<file path="src/rtl/multicycle_cu.sv">
// Multi-cycle control unit: valid/ready instruction intake, parametrised register file,
// and the sel1/sel3/w_r control that sequences a registered ALU and the data memory.
module multicycle_cu #(
  parameter int unsigned DATA_WIDTH  = 8,
  parameter int unsigned REG_BITS    = 2,
  parameter int unsigned ADDR_BITS   = 5,
  parameter int unsigned INSTR_WIDTH = 2 + 3*REG_BITS + DATA_WIDTH + 4
) (
  input  logic                   clk,
  input  logic                   rst,
  input  logic [INSTR_WIDTH-1:0] instr,
  input  logic                   instr_valid,
  output logic                   instr_ready,
  input  logic [DATA_WIDTH-1:0]  result2,
  output logic [DATA_WIDTH-1:0]  operand1,
  output logic [DATA_WIDTH-1:0]  operand2,
  output logic [DATA_WIDTH-1:0]  offset,
  output logic [3:0]             opcode,
  output logic                   sel1,
  output logic                   sel3,
  output logic                   w_r,
  output logic                   retired,
  output logic                   busy,
  input  logic [REG_BITS-1:0]    dbg_addr,
  output logic [DATA_WIDTH-1:0]  dbg_data
);

  localparam int unsigned NUM_REGS = 2**REG_BITS;
  localparam int unsigned OFF_LSB  = 4;
  localparam int unsigned RS2_LSB  = OFF_LSB + DATA_WIDTH;
  localparam int unsigned RS1_LSB  = RS2_LSB + REG_BITS;
  localparam int unsigned RD_LSB   = RS1_LSB + REG_BITS;
  localparam int unsigned TYPE_LSB = RD_LSB + REG_BITS;

  // Memory address width is carried for the surrounding datapath; only sanity-checked here.
  if (ADDR_BITS == 0 || INSTR_WIDTH != TYPE_LSB + 2) begin : g_param_check
    $error("multicycle_cu: inconsistent parameters");
  end

  typedef enum logic [2:0] {
    S_IDLE       = 3'd0,
    S_DECODE     = 3'd1,
    S_EXECUTE    = 3'd2,
    S_MEM_ACCESS = 3'd3,
    S_WRITE_BACK = 3'd4
  } state_t;

  typedef enum logic [1:0] {
    T_NOP   = 2'b00,
    T_STD   = 2'b01,
    T_LOAD  = 2'b10,
    T_STORE = 2'b11
  } itype_t;

  state_t                  r_state;
  state_t                  w_next;
  logic [INSTR_WIDTH-1:0]  r_instr;
  logic [DATA_WIDTH-1:0]   r_regs [NUM_REGS];
  logic [DATA_WIDTH-1:0]   r_operand1, r_operand2, r_offset;
  logic [3:0]              r_opcode;
  logic                    r_sel1, r_sel3, r_w_r, r_retired, r_busy, r_ready;

  logic                    w_retired_nxt, w_wr_nxt, w_load_ops, w_reg_we;
  itype_t                  w_type_in, w_type;
  logic [REG_BITS-1:0]     w_rd, w_rs1, w_rs2;

  assign w_type_in = itype_t'(instr[TYPE_LSB +: 2]);
  assign w_type    = itype_t'(r_instr[TYPE_LSB +: 2]);
  assign w_rd      = r_instr[RD_LSB  +: REG_BITS];
  assign w_rs1     = r_instr[RS1_LSB +: REG_BITS];
  assign w_rs2     = r_instr[RS2_LSB +: REG_BITS];

  // State register
  always_ff @(posedge clk or negedge rst) begin
    if (!rst) r_state <= S_IDLE;
    else      r_state <= w_next;
  end

  // Next state plus the strobes that are registered on entry to their cycle
  always_comb begin
    w_next        = r_state;
    w_retired_nxt = 1'b0;
    w_wr_nxt      = 1'b0;
    w_load_ops    = 1'b0;
    w_reg_we      = 1'b0;
    case (r_state)
      S_IDLE: begin
        if (instr_valid) begin
          w_next        = S_DECODE;
          w_retired_nxt = (w_type_in == T_NOP);
        end
      end
      S_DECODE: begin
        if (w_type == T_NOP) begin
          w_next = S_IDLE;
        end else begin
          w_next     = S_EXECUTE;
          w_load_ops = 1'b1;
        end
      end
      S_EXECUTE: begin
        if (w_type == T_LOAD || w_type == T_STORE) begin
          w_next        = S_MEM_ACCESS;
          w_wr_nxt      = (w_type == T_STORE);
          w_retired_nxt = (w_type == T_STORE);
        end else begin
          w_next        = S_WRITE_BACK;
          w_retired_nxt = 1'b1;
        end
      end
      S_MEM_ACCESS: begin
        if (w_type == T_LOAD) begin
          w_next        = S_WRITE_BACK;
          w_retired_nxt = 1'b1;
        end else begin
          w_next = S_IDLE;
        end
      end
      S_WRITE_BACK: begin
        w_reg_we = 1'b1;
        w_next   = S_IDLE;
      end
      default: w_next = S_IDLE;
    endcase
  end

  // Datapath registers: instruction latch, operand drive, register file
  always_ff @(posedge clk or negedge rst) begin
    if (!rst) begin
      r_instr    <= '0;
      r_operand1 <= '0;
      r_operand2 <= '0;
      r_offset   <= '0;
      r_opcode   <= 4'hF;
      r_sel1     <= 1'b0;
      r_sel3     <= 1'b0;
      r_w_r      <= 1'b0;
      r_retired  <= 1'b0;
      r_busy     <= 1'b0;
      r_ready    <= 1'b1;
      for (int i = 0; i < NUM_REGS; i++) r_regs[i] <= DATA_WIDTH'(i);
    end else begin
      r_w_r     <= w_wr_nxt;
      r_retired <= w_retired_nxt;
      r_busy    <= (w_next != S_IDLE);
      r_ready   <= (w_next == S_IDLE);
      if (r_state == S_IDLE && instr_valid) r_instr <= instr;
      if (w_load_ops) begin
        r_operand1 <= r_regs[w_rs1];
        r_operand2 <= (w_type == T_STD) ? r_regs[w_rs2] : r_regs[w_rd];
        r_offset   <= r_instr[OFF_LSB +: DATA_WIDTH];
        r_opcode   <= r_instr[3:0];
        r_sel1     <= (w_type == T_STD);
        r_sel3     <= (w_type != T_STD);
      end
      if (w_reg_we) r_regs[w_rd] <= result2;
    end
  end

  assign instr_ready = r_ready;
  assign operand1    = r_operand1;
  assign operand2    = r_operand2;
  assign offset      = r_offset;
  assign opcode      = r_opcode;
  assign sel1        = r_sel1;
  assign sel3        = r_sel3;
  assign w_r         = r_w_r;
  assign retired     = r_retired;
  assign busy        = r_busy;
  assign dbg_data    = r_regs[dbg_addr];

endmodule
</file>
<file path="config.mk">
export PLATFORM = sky130hd
export DESIGN_NAME = multicycle_cu
export DESIGN_NICKNAME = d
export VERILOG_FILES = /design/src/rtl/multicycle_cu.sv
export SDC_FILE = /design/constraint.sdc
export NUM_CORES = 1
export LEC_CHECK = 0
export CORE_MARGIN = 4
export CORE_UTILIZATION = 45
export DETAILED_ROUTE_END_ITERATION = 12
export MAX_ROUTING_LAYER = met4
export PLACE_DENSITY = 0.7
export RECOVER_POWER = 100
export SKIP_LAST_GASP = 1
export SYNTH_ARGS = -nofsm -noshare
export SYNTH_HDL_FRONTEND = slang
export SYNTH_SLANG_ARGS = --single-unit
</file>
<file path="constraint.sdc">
create_clock -name clk -period 2.4 [get_ports clk]
set_input_delay 0.24 -clock clk [delete_from_list [all_inputs] [get_ports clk]]
set_output_delay 0.24 -clock clk [all_outputs]
set_load 0.01 [all_outputs]
</file>
==> flow_summary.yaml <==
status:
  outcome: "finished, final reports clean"
floorplan:
  initial_utilization_pct: 46.1
  die_h_um: 105
  dieArea_sq_um: 11100
  num_rows: 35
  core-area_sq_um: 9240
  boundaryPins: 75
  die_x_um: 105
drt:
  wl_per_cell_um: 19.7
  wl_um: 9500
  vias_per_cell: 5.52
  via_count: 2660
  drtPass1Iterations: 4
  drt_iter0_drc: 79
  drc: 0
  ant_nets: 0
yosys:
  ys_seq_area_share_pct: 52.6
  synth_nets: 301
  synth_cell_types: 37
  yosys_warnings: 0
  syn_area_per_cell_sq_um: 15.9
  synth-main-ff-cell: "dfrtp_1"
  yosys-top-cells-area: "dfrtp_1 (47%), mux4_2 (17%), mux2_2 (14%)"
  synth_edf_count: 0
  async_flop_share_pct: 100
  synthCells: 268
  synth.largest_area_cell: "dfrtp_1"
  synth-seq-cells: 89
  synth_top_area_share_pct: 47.0
  syn-cell-area_sq_um: 4260
sta:
  layout_min_cycle_time_ns: 2.26
  clock.fmax_mhz: 443
  setup_viol: 0
  finalClockSkew_ns: 0.0112
  rsz0062_at_grt: "false"
  min_period_over_period_pct: 94.1
  max-slew-margin-rel_pct: 10.5
  tns_ns: 0
  finalHoldViolations: 0
  worst_slew_pin_slew_ns: 1.34
  final_max_slew_viol_count: 0
cells_and_area:
  drive_gt1_share_pct: 32.9
  diodes: 0
  utilization_pct: 58.0
  area_delta_synth_final_pct: 25.9
  fin_nets: 381
  design_area_sq_um: 5360
power_and_ir_drop:
  powerDensity_nw_per_um2: 1340
  p_leak_uw: 0.00225
  finalPower_uw: 7190
  ir_worst_vdd_mv: 0.554
global_route:
  grt_pass1_wl_um: 15500
  track_usage_pct: 18.4
  gr-total-overflow: 0
  grt_pass1_vias: 2871
  grt_max_degree: 53
  antenna_found_initial: 0
worst_setup_path:
  path_delay_family: "buffers and inverters"
  cp-start-kind: "input pin"
  worstPathArrival_ns: 2.02
  crit_slowest_cell: "dlygate4sd3_1"
  critPathMaxFanout: 8
  path_class: "in -> out"
  critPathRequiredTime_ns: 2.16
  slowest_delay_ns: 0.62
  critPathCaptureType: "output pin"
  critPathBufInv: 3
  path_cells: "clkdlybuf4s50_1 > buf_12 > mux4_2 > dlygate4sd3_1"
clocking:
  clk_pin_slew_worst_paths_ns: 0.08
  postCtsSetupBuffers: 0
  cts-root-buf: "clkbuf_8"
  clk_latency_ns: 0.35
  cts_max_level: 3
  clk_path_buf_depth: 2
  cts_tree: "yes"
  cts_buffers: 9
  cts_sinks: 89
place:
  io_buffer_count: 74
  gp_congestion: 0.790
  hpwl_um: 6470
  postPlaceCellArea_sq_um: 5200
job:
  cap_violations: 0
hold_path:
  hold_path.class: "reg -> reg"
==> state kept, by name (all words and copies together) (netlist names) <==
| signal | cells |
|---|---|
| sel3 | 1 |
| busy | 1 |
| instr_ready | 1 |
| sel1 | 1 |
| offset | 8 |
| operand2 | 8 |
| w_r | 1 |
| opcode | 4 |
| retired | 1 |
| r_state | 3 |
| r_regs | 32 |
| operand1 | 8 |
| r_instr | 20 |
==> logic make-up after synthesis <==
kind of cell	after synthesis	synth area share (%)
simple gates	35	5.52
flops	89	52.6
xor+xnor	2	0.411
compound gates	15	2.94
buf+inv	23	2.64
mux	104	35.9
==> report_power, final <==
group | switching [uW] | total [uW] | internal (uW)
sequential | 821 | 3090 | 2270
combinational | 1020 | 2970 | 1940
clock | 515 | 1130 | 618
==> worst paths after layout <==
check | from | to | slack [ns] | cells past startpoint
worst max-delay path | dbg_addr[0] | dbg_data[6] | 0.14 | 4
max in group asynchronous | rst | instr_ready | 0.76 | 3
worst min register to register | offset[1] | offset[1] | 0.49 | 1
worst max register to register | r_state[0] | offset[2] | 0.32 | 3
worst min-delay path | offset[1] | offset[1] | 0.49 | 1
min in group asynchronous | rst | r_regs[4] | 0.74 | 2
==> metal layers <==
metal / share of wire (%) / up-vias / GRT usage [%]
met2: 49 / 72 / 29.5
li1: - / 1183 / -
met4: 1.4 / 0 / 5.34
met5: 0 / - / -
met1: 45 / 1392 / 24.3
met3: 4.4 / 13 / 2.94
==> placed cells by master, fill, tap and decap left out, types with 2 or more instances in the layout <==
cell type | synthesis | layout
clkbuf_1 | 6 | 10
buf_4 | 2 | 4
clkbuf_8 | 0 | 10
nand2b_1 | 2 | 2
a221o_1 | 8 | 8
nor2b_1 | 2 | 2
dfrtp_1 | 80 | 80
nand2_1 | 5 | 5
clkdlybuf4s50_1 | 0 | 34
mux2_1 | 18 | 18
dlygate4sd3_1 | 0 | 40
nor2_1 | 5 | 6
inv_1 | 3 | 3
o21ai_0 | 3 | 3
mux4_2 | 32 | 32
mux2_2 | 53 | 53
bufinv_16 | 0 | 2
and3_1 | 9 | 9
dfstp_2 | 9 | 9
buf_12 | 0 | 2
==> cells in the mapped netlist, types with 5 or more instances <==
master / count
dfrtp_1: 80
nand2_1: 5
and3_1: 9
clkbuf_1: 6
nor2_1: 5
a221o_1: 8
mux4_2: 32
buf_2: 9
mux2_1: 18
dfstp_2: 9
mux2_2: 53
==> final cells by class <==
type                            instances  area [sq um]
Sequential cell                        89          2240
Clock buffer                           12           145
Inverter                                3          11.3
Multi-Input combinational cell        156          1880
Timing Repair Buffer                   89           846
Tap cell                              129           161
Clock inverter                          4          76.3
Fill cell                             754          3880
==> through the flow <==
stage	cells	hold slack [ns]	worst slack [ns]
after CTS	482	0.480	0.238
after global routing	482	0.496	0.107
after detailed placement	465	0.321	0.248
after global placement	465	0.316	0.255
after floorplan	268	-0.0556	0.696
final	482	0.485	0.141
==> timing repair <==
item / CTS / global route
resized for setup: 0 / 0
hold buffers: 1 / 0
hold endpoints to repair: 48 / 0
Note: power is estimated with default switching activity, not from simulation.
